**src/rtl/fifo_pkg.sv**
```systemverilog
// Shared types and defaults for the FIFO reader block.
// Contents: payload/address width defaults, broadcast address, packet struct,
// controller state enum.
package fifo_pkg;

    localparam int unsigned DATA_W_DEF = 8;
    localparam int unsigned ADDR_W_DEF = 2;

    // Destination address every reader accepts regardless of its own address.
    localparam logic [ADDR_W_DEF-1:0] BCAST_ADDR = '1;

    typedef struct packed {
        logic [ADDR_W_DEF-1:0] src;
        logic [ADDR_W_DEF-1:0] dst;
        logic [DATA_W_DEF-1:0] data;
    } pkt_t;

    typedef enum logic [1:0] {
        ST_IDLE = 2'd0,
        ST_FILL = 2'd1,
        ST_FULL = 2'd2
    } state_t;

endpackage

```
**src/rtl/fifo_reader_if.sv**
```systemverilog
// Bundle of the FIFO read port and the downstream packet stream.
// master: the reader (drives readp and the m_* stream, samples FIFO head and m_ready).
// slave : the surrounding FIFO and downstream consumer.
interface fifo_reader_if #(
    parameter int unsigned DATA_W = fifo_pkg::DATA_W_DEF,
    parameter int unsigned ADDR_W = fifo_pkg::ADDR_W_DEF
);
    logic              emptyp;
    logic [ADDR_W-1:0] src_out;
    logic [ADDR_W-1:0] dst_out;
    logic [DATA_W-1:0] data_out;
    logic              readp;
    logic              m_valid;
    logic              m_ready;
    logic [ADDR_W-1:0] m_src;
    logic [ADDR_W-1:0] m_dst;
    logic [DATA_W-1:0] m_data;

    modport master (
        input  emptyp, src_out, dst_out, data_out, m_ready,
        output readp, m_valid, m_src, m_dst, m_data
    );

    modport slave (
        output emptyp, src_out, dst_out, data_out, m_ready,
        input  readp, m_valid, m_src, m_dst, m_data
    );
endinterface

```
**src/rtl/skid_buf2.sv**
```systemverilog
// Two-entry in-order packet buffer with a valid/ready output side.
// Ports: clk, rst (async active-low), in_valid/in_data (push, caller guarantees
// room), out_valid/out_data/out_ready (head and pop), occ (entries held, 0..2).
module skid_buf2 #(
    parameter int unsigned W = 12
) (
    input  logic         clk,
    input  logic         rst,
    input  logic         in_valid,
    input  logic [W-1:0] in_data,
    output logic         out_valid,
    output logic [W-1:0] out_data,
    input  logic         out_ready,
    output logic [1:0]   occ
);
    logic [W-1:0] mem [2];
    logic         wr_ptr;
    logic         rd_ptr;
    logic         pop_c;
    logic [1:0]   occ_nxt_c;

    assign pop_c     = out_valid & out_ready;
    assign occ_nxt_c = occ + 2'(in_valid) - 2'(pop_c);
    assign out_data  = mem[rd_ptr];

    // Storage, 1-bit wrapping pointers and occupancy; push and pop may share a cycle.
    always_ff @(posedge clk or negedge rst) begin
        if (!rst) begin
            mem[0]    <= '0;
            mem[1]    <= '0;
            wr_ptr    <= 1'b0;
            rd_ptr    <= 1'b0;
            occ       <= 2'd0;
            out_valid <= 1'b0;
        end else begin
            if (in_valid) begin
                mem[wr_ptr] <= in_data;
                wr_ptr      <= ~wr_ptr;
            end
            if (pop_c) begin
                rd_ptr <= ~rd_ptr;
            end
            occ       <= occ_nxt_c;
            out_valid <= (occ_nxt_c != 2'd0);
        end
    end
endmodule

```
**src/rtl/fifo_reader.sv**
```systemverilog
// Pulls packets from a 1-cycle-latency FIFO, filters them on destination address
// and presents accepted packets on a valid/ready stream, keeping statistics.
// Ports: clk, rst (async active-low), bus (fifo_reader_if.master: FIFO read port
// and downstream stream), rx_count (delivered), drop_count (filtered out).
module fifo_reader #(
    parameter int unsigned DATA_W  = fifo_pkg::DATA_W_DEF,
    parameter int unsigned ADDR_W  = fifo_pkg::ADDR_W_DEF,
    parameter int unsigned MY_ADDR = 0,
    parameter int unsigned CNT_W   = 16
) (
    input  logic             clk,
    input  logic             rst,
    fifo_reader_if.master    bus,
    output logic [CNT_W-1:0] rx_count,
    output logic [CNT_W-1:0] drop_count
);
    import fifo_pkg::*;

    localparam int unsigned       PKT_W = 2 * ADDR_W + DATA_W;
    localparam logic [ADDR_W-1:0] BCAST = '1;

    state_t           state;
    logic             started;
    logic             inflight;
    logic [1:0]       occ;
    logic [1:0]       occ_eff_c;
    logic [1:0]       occ_nxt_c;
    logic             match_c;
    logic             accept_c;
    logic             drop_c;
    logic             xfer_c;
    logic [PKT_W-1:0] head;

    // A FIFO return is only meaningful on the cycle after a pop was issued.
    assign match_c  = (bus.dst_out == ADDR_W'(MY_ADDR)) || (bus.dst_out == BCAST);
    assign accept_c = inflight & match_c;
    assign drop_c   = inflight & ~match_c;
    assign xfer_c   = bus.m_valid & bus.m_ready;

    // Slot freed by this cycle's transfer counts as free, so a steady stream has no bubble.
    assign occ_eff_c = occ - 2'(xfer_c);
    assign occ_nxt_c = occ_eff_c + 2'(accept_c);

    // Combinational so the pop request tracks the live empty flag.
    assign bus.readp = started && !bus.emptyp && (state != ST_FULL)
                       && ((occ_eff_c + 2'(inflight)) < 2'd2);

    skid_buf2 #(.W(PKT_W)) u_buf (
        .clk       (clk),
        .rst       (rst),
        .in_valid  (accept_c),
        .in_data   ({bus.src_out, bus.dst_out, bus.data_out}),
        .out_valid (bus.m_valid),
        .out_data  (head),
        .out_ready (bus.m_ready),
        .occ       (occ)
    );

    assign {bus.m_src, bus.m_dst, bus.m_data} = head;

    // Pop tracking, saturating statistics and controller state.
    always_ff @(posedge clk or negedge rst) begin
        if (!rst) begin
            started    <= 1'b0;
            inflight   <= 1'b0;
            rx_count   <= '0;
            drop_count <= '0;
            state      <= ST_IDLE;
        end else begin
            started  <= 1'b1;
            inflight <= bus.readp;
            if (xfer_c && (rx_count != '1)) begin
                rx_count <= rx_count + CNT_W'(1);
            end
            if (drop_c && (drop_count != '1)) begin
                drop_count <= drop_count + CNT_W'(1);
            end
            if (occ_nxt_c == 2'd2) begin
                state <= ST_FULL;
            end else if ((occ_nxt_c == 2'd0) && !bus.readp) begin
                state <= ST_IDLE;
            end else begin
                state <= ST_FILL;
            end
        end
    end
endmodule
```
**src/flat_wrapper.sv**
```systemverilog
// flat-port wrapper written by rule: the top's interface ports become plain ports
module fifo_reader_flat import fifo_pkg::*;
#(
    parameter int unsigned DATA_W  = fifo_pkg::DATA_W_DEF,
    parameter int unsigned ADDR_W  = fifo_pkg::ADDR_W_DEF,
    parameter int unsigned MY_ADDR = 0,
    parameter int unsigned CNT_W   = 16
)
  (clk, rst, rx_count, drop_count, bus_emptyp, bus_src_out, bus_dst_out, bus_data_out, bus_m_ready, bus_readp, bus_m_valid, bus_m_src, bus_m_dst, bus_m_data);
  fifo_reader_if #(.DATA_W(DATA_W), .ADDR_W(ADDR_W)) bus_i ();
  input  logic clk;
  input  logic rst;
  output logic [CNT_W-1:0] rx_count;
  output logic [CNT_W-1:0] drop_count;
  input wire logic [$bits(bus_i.emptyp)-1:0] bus_emptyp;
  input wire logic [$bits(bus_i.src_out)-1:0] bus_src_out;
  input wire logic [$bits(bus_i.dst_out)-1:0] bus_dst_out;
  input wire logic [$bits(bus_i.data_out)-1:0] bus_data_out;
  input wire logic [$bits(bus_i.m_ready)-1:0] bus_m_ready;
  output wire logic [$bits(bus_i.readp)-1:0] bus_readp;
  output wire logic [$bits(bus_i.m_valid)-1:0] bus_m_valid;
  output wire logic [$bits(bus_i.m_src)-1:0] bus_m_src;
  output wire logic [$bits(bus_i.m_dst)-1:0] bus_m_dst;
  output wire logic [$bits(bus_i.m_data)-1:0] bus_m_data;
  assign bus_i.emptyp = bus_emptyp;
  assign bus_i.src_out = bus_src_out;
  assign bus_i.dst_out = bus_dst_out;
  assign bus_i.data_out = bus_data_out;
  assign bus_i.m_ready = bus_m_ready;
  assign bus_readp = bus_i.readp;
  assign bus_m_valid = bus_i.m_valid;
  assign bus_m_src = bus_i.m_src;
  assign bus_m_dst = bus_i.m_dst;
  assign bus_m_data = bus_i.m_data;
  fifo_reader #(.DATA_W(DATA_W), .ADDR_W(ADDR_W), .MY_ADDR(MY_ADDR), .CNT_W(CNT_W)) u_core (.clk(clk), .rst(rst), .bus(bus_i), .rx_count(rx_count), .drop_count(drop_count));
endmodule
```
**config.mk**
```make
export PLATFORM = sky130hd
export DESIGN_NAME = fifo_reader_flat
export DESIGN_NICKNAME = d
export VERILOG_FILES = /design/src/rtl/fifo_pkg.sv /design/src/rtl/fifo_reader_if.sv /design/src/rtl/skid_buf2.sv /design/src/rtl/fifo_reader.sv /design/src/flat_wrapper.sv
export SDC_FILE = /design/constraint.sdc
export NUM_CORES = 1
export LEC_CHECK = 0
export ABC_AREA = 0
export CAP_MARGIN = 20
export CORE_UTILIZATION = 57
export CTS_BUF_LIST = sky130_fd_sc_hd__clkbuf_4
export DETAILED_ROUTE_END_ITERATION = 8
export PLACE_DENSITY = 0.88
export SETUP_SLACK_MARGIN = 0.3
export SYNTH_ARGS = -nofsm -noshare
export SYNTH_HDL_FRONTEND = slang
export SYNTH_SLANG_ARGS = --single-unit
```
**constraint.sdc**
```tcl
create_clock -name clk -period 5.1 [get_ports clk]
set_input_delay 1.02 -clock clk [delete_from_list [all_inputs] [get_ports clk]]
set_output_delay 1.02 -clock clk [all_outputs]
set_load 0.02 [all_outputs]
```
== Word-level counts from Yosys, hierarchy flattened ==
Cells that the tools add are included.

* Flip-flop bits (word level): 65
* Logic and storage cells: 56

* Muxes and demuxes: 8
* Equality and inequality tests: 5
* Bitwise logic cells: 8
* Reductions and logical operators: 13
* $add $sub $neg: 7
* Order comparisons: 4

{| class="wikitable"
|+ Operator list
! cell !! number
|-
| $mux W12 || 4
|-
| $add A16 B1 Y16 const B || 2
|-
| $ne A16 B16 Y1 const B || 2
|-
| $bwmux W24 || 1
|-
| $demux W12 S1 || 1
|-
| $logic_and A1 B1 Y1 || 7
|-
| $add A2 B1 Y2 || 3
|-
| $eq A2 B2 Y1 const B || 2
|-
| $ge A2 B2 Y1 const B || 2
|-
| $logic_not A2 Y1 || 2
|-
| $not A1 Y2 || 2
|-
| $sub A2 B1 Y2 || 2
|-
| $and A1 B1 Y1 || 3
|-
| $not A1 Y1 || 3
|-
| $logic_not A1 Y1 || 2
|-
| $lt A2 B1 Y1 const B || 1
|-
| $lt A2 B2 Y1 const B || 1
|-
| $mux W2 || 1
|-
| $ne A2 B2 Y1 const B || 1
|-
| $reduce_bool A2 Y1 || 1
|-
| $logic_or A1 B1 Y1 || 1
|-
| $mux W1 || 1
|}

== Depth between registers and ports, before layout ==
* Word-level depth: 9
* Depth in mapped cells: 7
* Gate-level depth less buffers: 7

== Hierarchy ==
From an unflattened synthesis, not the netlist that was laid out.

* Cell total of the unflattened synthesis: 254
* Area, all modules: 3123.0 um^2

{| class="wikitable"
|+ By module, submodules not included
! module !! cells each !! seq. area each (um^2) !! times used !! area each (um^2)
|-
| fifo_reader || 172 || 900.9 || 1 || 1810.5
|-
| skid_buf2 || 82 || 725.7 || 1 || 1312.5
|}

== Worst setup path after synthesis ==
Ideal clock, no wire load.

* Path kind: input-to-output
* From: input port bus_m_ready
* To: output port bus_readp
* Path slack: 2019 ps
* Buffers on the path: 1
* Data arrival time: 2061 ps
* Stages on the path: 6
* Cell sequence: nand2_1 -> clkbuf_1 -> or3_1 -> nand2_1 -> xnor2_1 -> and2_1

* Word-level cells in the longest chain between the ends: 5

{| class="wikitable"
|+ RTL lines
! element !! RTL line !! text
|-
| start, declared || flat_wrapper.sv:19 || <nowiki>input wire logic [$bits(bus_i.m_ready)-1:0] bus_m_ready;</nowiki>
|-
| $and A1 B1 Y1 || fifo_reader.sv:38 || <nowiki>assign xfer_c = bus.m_valid & bus.m_ready;</nowiki>
|-
| $sub A2 B1 Y2 || fifo_reader.sv:41 || <nowiki>assign occ_eff_c = occ - 2'(xfer_c);</nowiki>
|-
| $add A2 B1 Y2 || fifo_reader.sv:46 || <nowiki>&& ((occ_eff_c + 2'(inflight)) < 2'd2);</nowiki>
|-
| $lt A2 B2 Y1 || fifo_reader.sv:46 ||
|-
| $logic_and A1 B1 Y1 || fifo_reader.sv:46 ||
|-
| end, declared || flat_wrapper.sv:20 || <nowiki>output wire logic [$bits(bus_i.readp)-1:0] bus_readp;</nowiki>
|}

No other way between the ends.

== Final worst setup path ==
Same ends and word-level chain as after synthesis.

==> out/results.txt <==
Dividing the detail-routed via count by the number of cells gives 5.33. The final count of pins violating max slew is 0, and the area share of the largest cell type after synthesis is 55.3%. Counting both buffers and inverters, the worst setup path holds a total of 2. Clock-pin slew was measured on the worst setup and hold paths at 0.11 ns. The maximum clock rate was 242 MHz. The worst-skew pair later-pin latency is 0.40 ns, and the number of antenna violations at the first check in global routing is 0. In this run the cell area of the synthesized design comes to 0.00294 sq mm. The first-iteration detailed-routing DRC count is 117, and the maximum clock path buffer count is 2. Summing over every cut layer, the via total after detailed routing is 2,094.

Of the total synthesized cell area, the portion taken by AND, OR, NAND and NOR gates is 16.1%. Detailed placement ended at an HPWL of 4.01 mm. The first global-routing pass estimated 9.29 mm of wire.

The commonest cells after synthesis are 65 x sky130_fd_sc_hd__dfrtp_1, 33 x sky130_fd_sc_hd__mux2_2, 24 x sky130_fd_sc_hd__nand2_1, 19 x sky130_fd_sc_hd__xor2_1, 16 x sky130_fd_sc_hd__xnor2_1. The min-delay analysis places its worst path in the category reg -> reg. The aggregate routed wire length came out at 5.76 mm.

Counting the buffers created by CTS gives 9. The mux share of post-synthesis cell area was 12.6%; the horizontal die dimension was 73.9 um. For this design, the sink count on the clock tree is 65.

Setup repair after global routing left no endpoint under its margin. After the last flow step, the layout net total stands at 341. The count of hold buffers inserted by post-cts repair is 0. In this run, post-CTS repair resized a total of 0 instances. The count of boundary I/O pins was 62. The run gives 4.08 ns as the data required time at the worst endpoint. The areal power density over the cells is 509 mW/mm^2, and the number of synthesized register bits is 65. The number of enable-type register cells in the synthesized netlist is 0, and the delay contributed by the slowest stage of the critical path is 0.62 ns. Counting distinct cell types in the post-synthesis netlist gives 32.

For this configuration, the core starts out at a cell density of 60.7%. In this run the tightest slew margin relative to its limit is 40.5%. The global router's overall resource usage came out at 23.4%. The kind of cell adding the most delay to the critical path was buffers and inverters.

Along the worst hold path, the cell count comes to 2. The tools report the worst hold endpoint as u_core.u_buf.mem[8]. The adder and majority gate portion of the synthesized area works out to 1.70%. By area the synthesized netlist is led by sky130_fd_sc_hd__dfrtp_1 55%, sky130_fd_sc_hd__mux2_2 13%, sky130_fd_sc_hd__xor2_1 5.7%, sky130_fd_sc_hd__xnor2_1 4.8%, sky130_fd_sc_hd__nand2_1 3.1%. The slack of the critical path was 0.963 ns. Before antenna repair, the detailed router went through 4 iterations.

The H-tree depth reported by CTS was 3; the average routed wire per standard cell was 14.6 um. Buffer cell driving the clock tree root: sky130_fd_sc_hd__clkbuf_4. OpenSTA, run right after detailed placement, puts the worst setup slack at 0.972 ns.

Excluding fillers, the count of instances in the completed layout stands at 393. The tools report the hold path startpoint as u_core.u_buf.mem[8]. The remaining global-route overflow is 0, and the fraction of the mapped netlist area in compound gates is 2.34%. On the final layout, the worst clock skew is 0.00949 ns. The design draws 1.91 mW.

Counting flops with an async set or reset pin after synthesis yields a share of 100%. The run gives 0 as the post-route antenna net violation count. TritonCTS built the clock tree. The time the final worst path needs with I/O delays and setup was 4.14 ns. For the floorplan core area, the log shows 0.00485 sq mm.

For this design, the slowest cell found on the critical path is sky130_fd_sc_hd__clkdlybuf4s50_1. Final count of hold timing violations: 0. The cell count of the worst reg-to-reg path works out to 5. sky130_fd_sc_hd__dfrtp_1 is the most common cell in the netlist. By area, the combinational part of the netlist is dominated by simple AND/OR/NAND/NOR gates. The floorplan has 25 rows.

STA classifies the critical path endpoint as a primary output. The start of the worst register-to-register path was u_core.drop_count[0]. The run gives 0 as the DRC violation count after routing. In this run the vertical extent of the chip is 73.9 um. STA classifies the critical path startpoint as a primary input. Walking the worst path, the cells encountered are clkdlybuf4s50_1, nand2_1, or3_1, nand2_1, xnor2_1, and2_1, clkdlybuf4s50_1. The sum of negative setup slack is 0 ns. The run finished with clean final reports. Category of the critical setup timing path: in -> out. The worst ir drop on vdd is 0.435 mV, and the setup-violating endpoint count in the final report is 0.

The number of synthesis warnings was 0. The floorplan step defined a die boundary enclosing 0.00545 sq mm. Cells with a size suffix above 1 make up 18.1% of the layout. A synthesized cell averages 11.7 sq um. For the worst reg-to-reg setup slack, the log shows 2.68 ns. The worst register-to-register path ends at u_core.drop_count[1]. The most used flip-flop cell after synthesis is sky130_fd_sc_hd__dfrtp_1. The number of antenna diodes in the final layout is 0. The leading area contributor after synthesis is sky130_fd_sc_hd__dfrtp_1.

The count of buffers added by post-CTS timing repair for setup is 0. Including well taps, the total number of placed cells is 376. Of all nets on the critical path, the largest fanout is 11.

When the netlist entered floorplanning its net count stood at 272. Synthesis handed over a netlist of 252 instances. During placement, the flow inserted port buffers numbering 61. Number of max-cap violations: 0.

The synthesized netlist devotes 10.4% of its cell area to XOR and XNOR gates. Signed area change from the synthesized netlist to the final layout: 27.8%. Entering global routing, the biggest net connects 66 pins. For the worst setup path, the data arrival time is 3.12 ns. The run gives 1.67 nW as the leakage dissipation.

In the finished design, the share of the clock period the worst path needs comes to 81.1%. The run gives 2,014 as the number of global-route vias before repair. The sequential fraction of the synthesis area is 55.3%. The run gives 0.807 as the placer's final routability congestion estimate. For the pin with the worst max-slew slack, the measured transition is 0.884 ns.
[registers in the layout (all words and copies together) (netlist names)]
signal and cells:
u_core.u_buf.out_valid 1, u_core.u_buf.occ 2, u_core.inflight 1, u_core.state 2, u_core.rx_count 16, u_core.drop_count 16, u_core.u_buf.mem 24, u_core.u_buf.wr_ptr 1
u_core.started 1, u_core.u_buf.rd_ptr 1
[report_power, final]
group	internal (mW)	leakage (nW)	switching (mW)	total, mW
clock	0.152	0.0698	0.182	0.334
combinational	0.417	0.769	0.349	0.766
sequential	0.675	0.830	0.139	0.813
[per-stage QoR]
step / util (%) / instance area, sq um / hold slack (ns)
finish: 77.6 / 3760 / 0.491
global route: 77.6 / 3760 / 0.523
CTS: 77.4 / 3750 / 0.495
detailed placement: 74.7 / 3620 / 0.468
global placement: 74.7 / 3620 / 0.461
floorplan: - / 2940 / 0.447
[worst register-to-register path, cell delays in order (launching register included)]
cell	delay (ns)
sky130_fd_sc_hd__dfrtp_1	0.41
sky130_fd_sc_hd__ha_1	0.23
sky130_fd_sc_hd__nand4_1	0.23
sky130_fd_sc_hd__nor4_1	0.82
sky130_fd_sc_hd__nor2_1	0.29
sky130_fd_sc_hd__mux2_2	0.34
[how the worst max path moves through the flow]
stage                      startpoint   endpoint  slack, ns  cells after the start
final                     bus_m_ready  bus_readp       0.96                      7
after floorplan           bus_m_ready  bus_readp       2.02                      6
after global routing      bus_m_ready  bus_readp       0.87                      7
after CTS                 bus_m_ready  bus_readp       0.95                      7
after detailed placement  bus_m_ready  bus_readp       0.97                      7
after global placement    bus_m_ready  bus_readp       1.00                      7
[area by class of cell]
class / count / area (sq um)
sequential: 65 / 1630
clock buffer: 10 / 75.1
timing repair buffer: 63 / 621
fill: 324 / 1090
clock inverter: 6 / 58.8
tap: 67 / 83.8
multi-input combinational: 176 / 1270
inverter: 6 / 22.5
[logic make-up (layout without fill, tap and decap cells)]
group | count (synthesis) | in the layout
AND/OR/NAND/NOR | 90 | 90
flip-flops | 65 | 65
XOR/XNOR | 35 | 35
multiplexers | 33 | 33
AO/OA/AOI/OAI | 13 | 13
buffers and inverters | 11 | 85
adder cells (fa/ha/maj) | 4 | 4
other | 1 | 1
[layout by cell type (no fill, tap or decap)]
master                            instances
sky130_fd_sc_hd__a31o_2                   1
sky130_fd_sc_hd__mux2_2                  33
sky130_fd_sc_hd__or2_2                    3
sky130_fd_sc_hd__and4_1                   2
sky130_fd_sc_hd__xor2_1                  19
sky130_fd_sc_hd__or3b_2                   1
sky130_fd_sc_hd__ha_1                     4
sky130_fd_sc_hd__or3_1                    1
sky130_fd_sc_hd__nand2b_1                 2
sky130_fd_sc_hd__nand2_1                 24
sky130_fd_sc_hd__nor2_1                  14
sky130_fd_sc_hd__nor4b_1                  1
sky130_fd_sc_hd__clkinvlp_4               2
sky130_fd_sc_hd__nand3_1                 13
sky130_fd_sc_hd__inv_1                    6
sky130_fd_sc_hd__a21oi_1                  1
sky130_fd_sc_hd__clkinv_1                 1
sky130_fd_sc_hd__clkdlybuf4s50_1         60
sky130_fd_sc_hd__or4b_4                   1
sky130_fd_sc_hd__buf_2                    1
sky130_fd_sc_hd__clkbuf_4                10
sky130_fd_sc_hd__nor4_4                   1
sky130_fd_sc_hd__or2_4                    1
sky130_fd_sc_hd__nor3b_1                  1
sky130_fd_sc_hd__and3_1                   3
sky130_fd_sc_hd__bufinv_16                1
sky130_fd_sc_hd__and2_1                   2
sky130_fd_sc_hd__buf_4                    2
sky130_fd_sc_hd__clkinv_2                 2
sky130_fd_sc_hd__xnor2_1                 16
sky130_fd_sc_hd__nor4_1                   2
sky130_fd_sc_hd__dfrtp_1                 65
sky130_fd_sc_hd__o21ai_0                 11
sky130_fd_sc_hd__nor2b_1                  1
sky130_fd_sc_hd__nand4_1                  5
sky130_fd_sc_hd__nor3_1                  12
sky130_fd_sc_hd__conb_1                   1
[per-layer routing]
layer	GRT usage (%)	wire [um]	vias up
met4	8.55	77	0
met2	38.1	2910	47
met1	29.1	2480	1034
li1	-	-	1006
met5	0	0	-
met3	7.54	288	7
No activity file was read; power rests on OpenSTA's default activity.
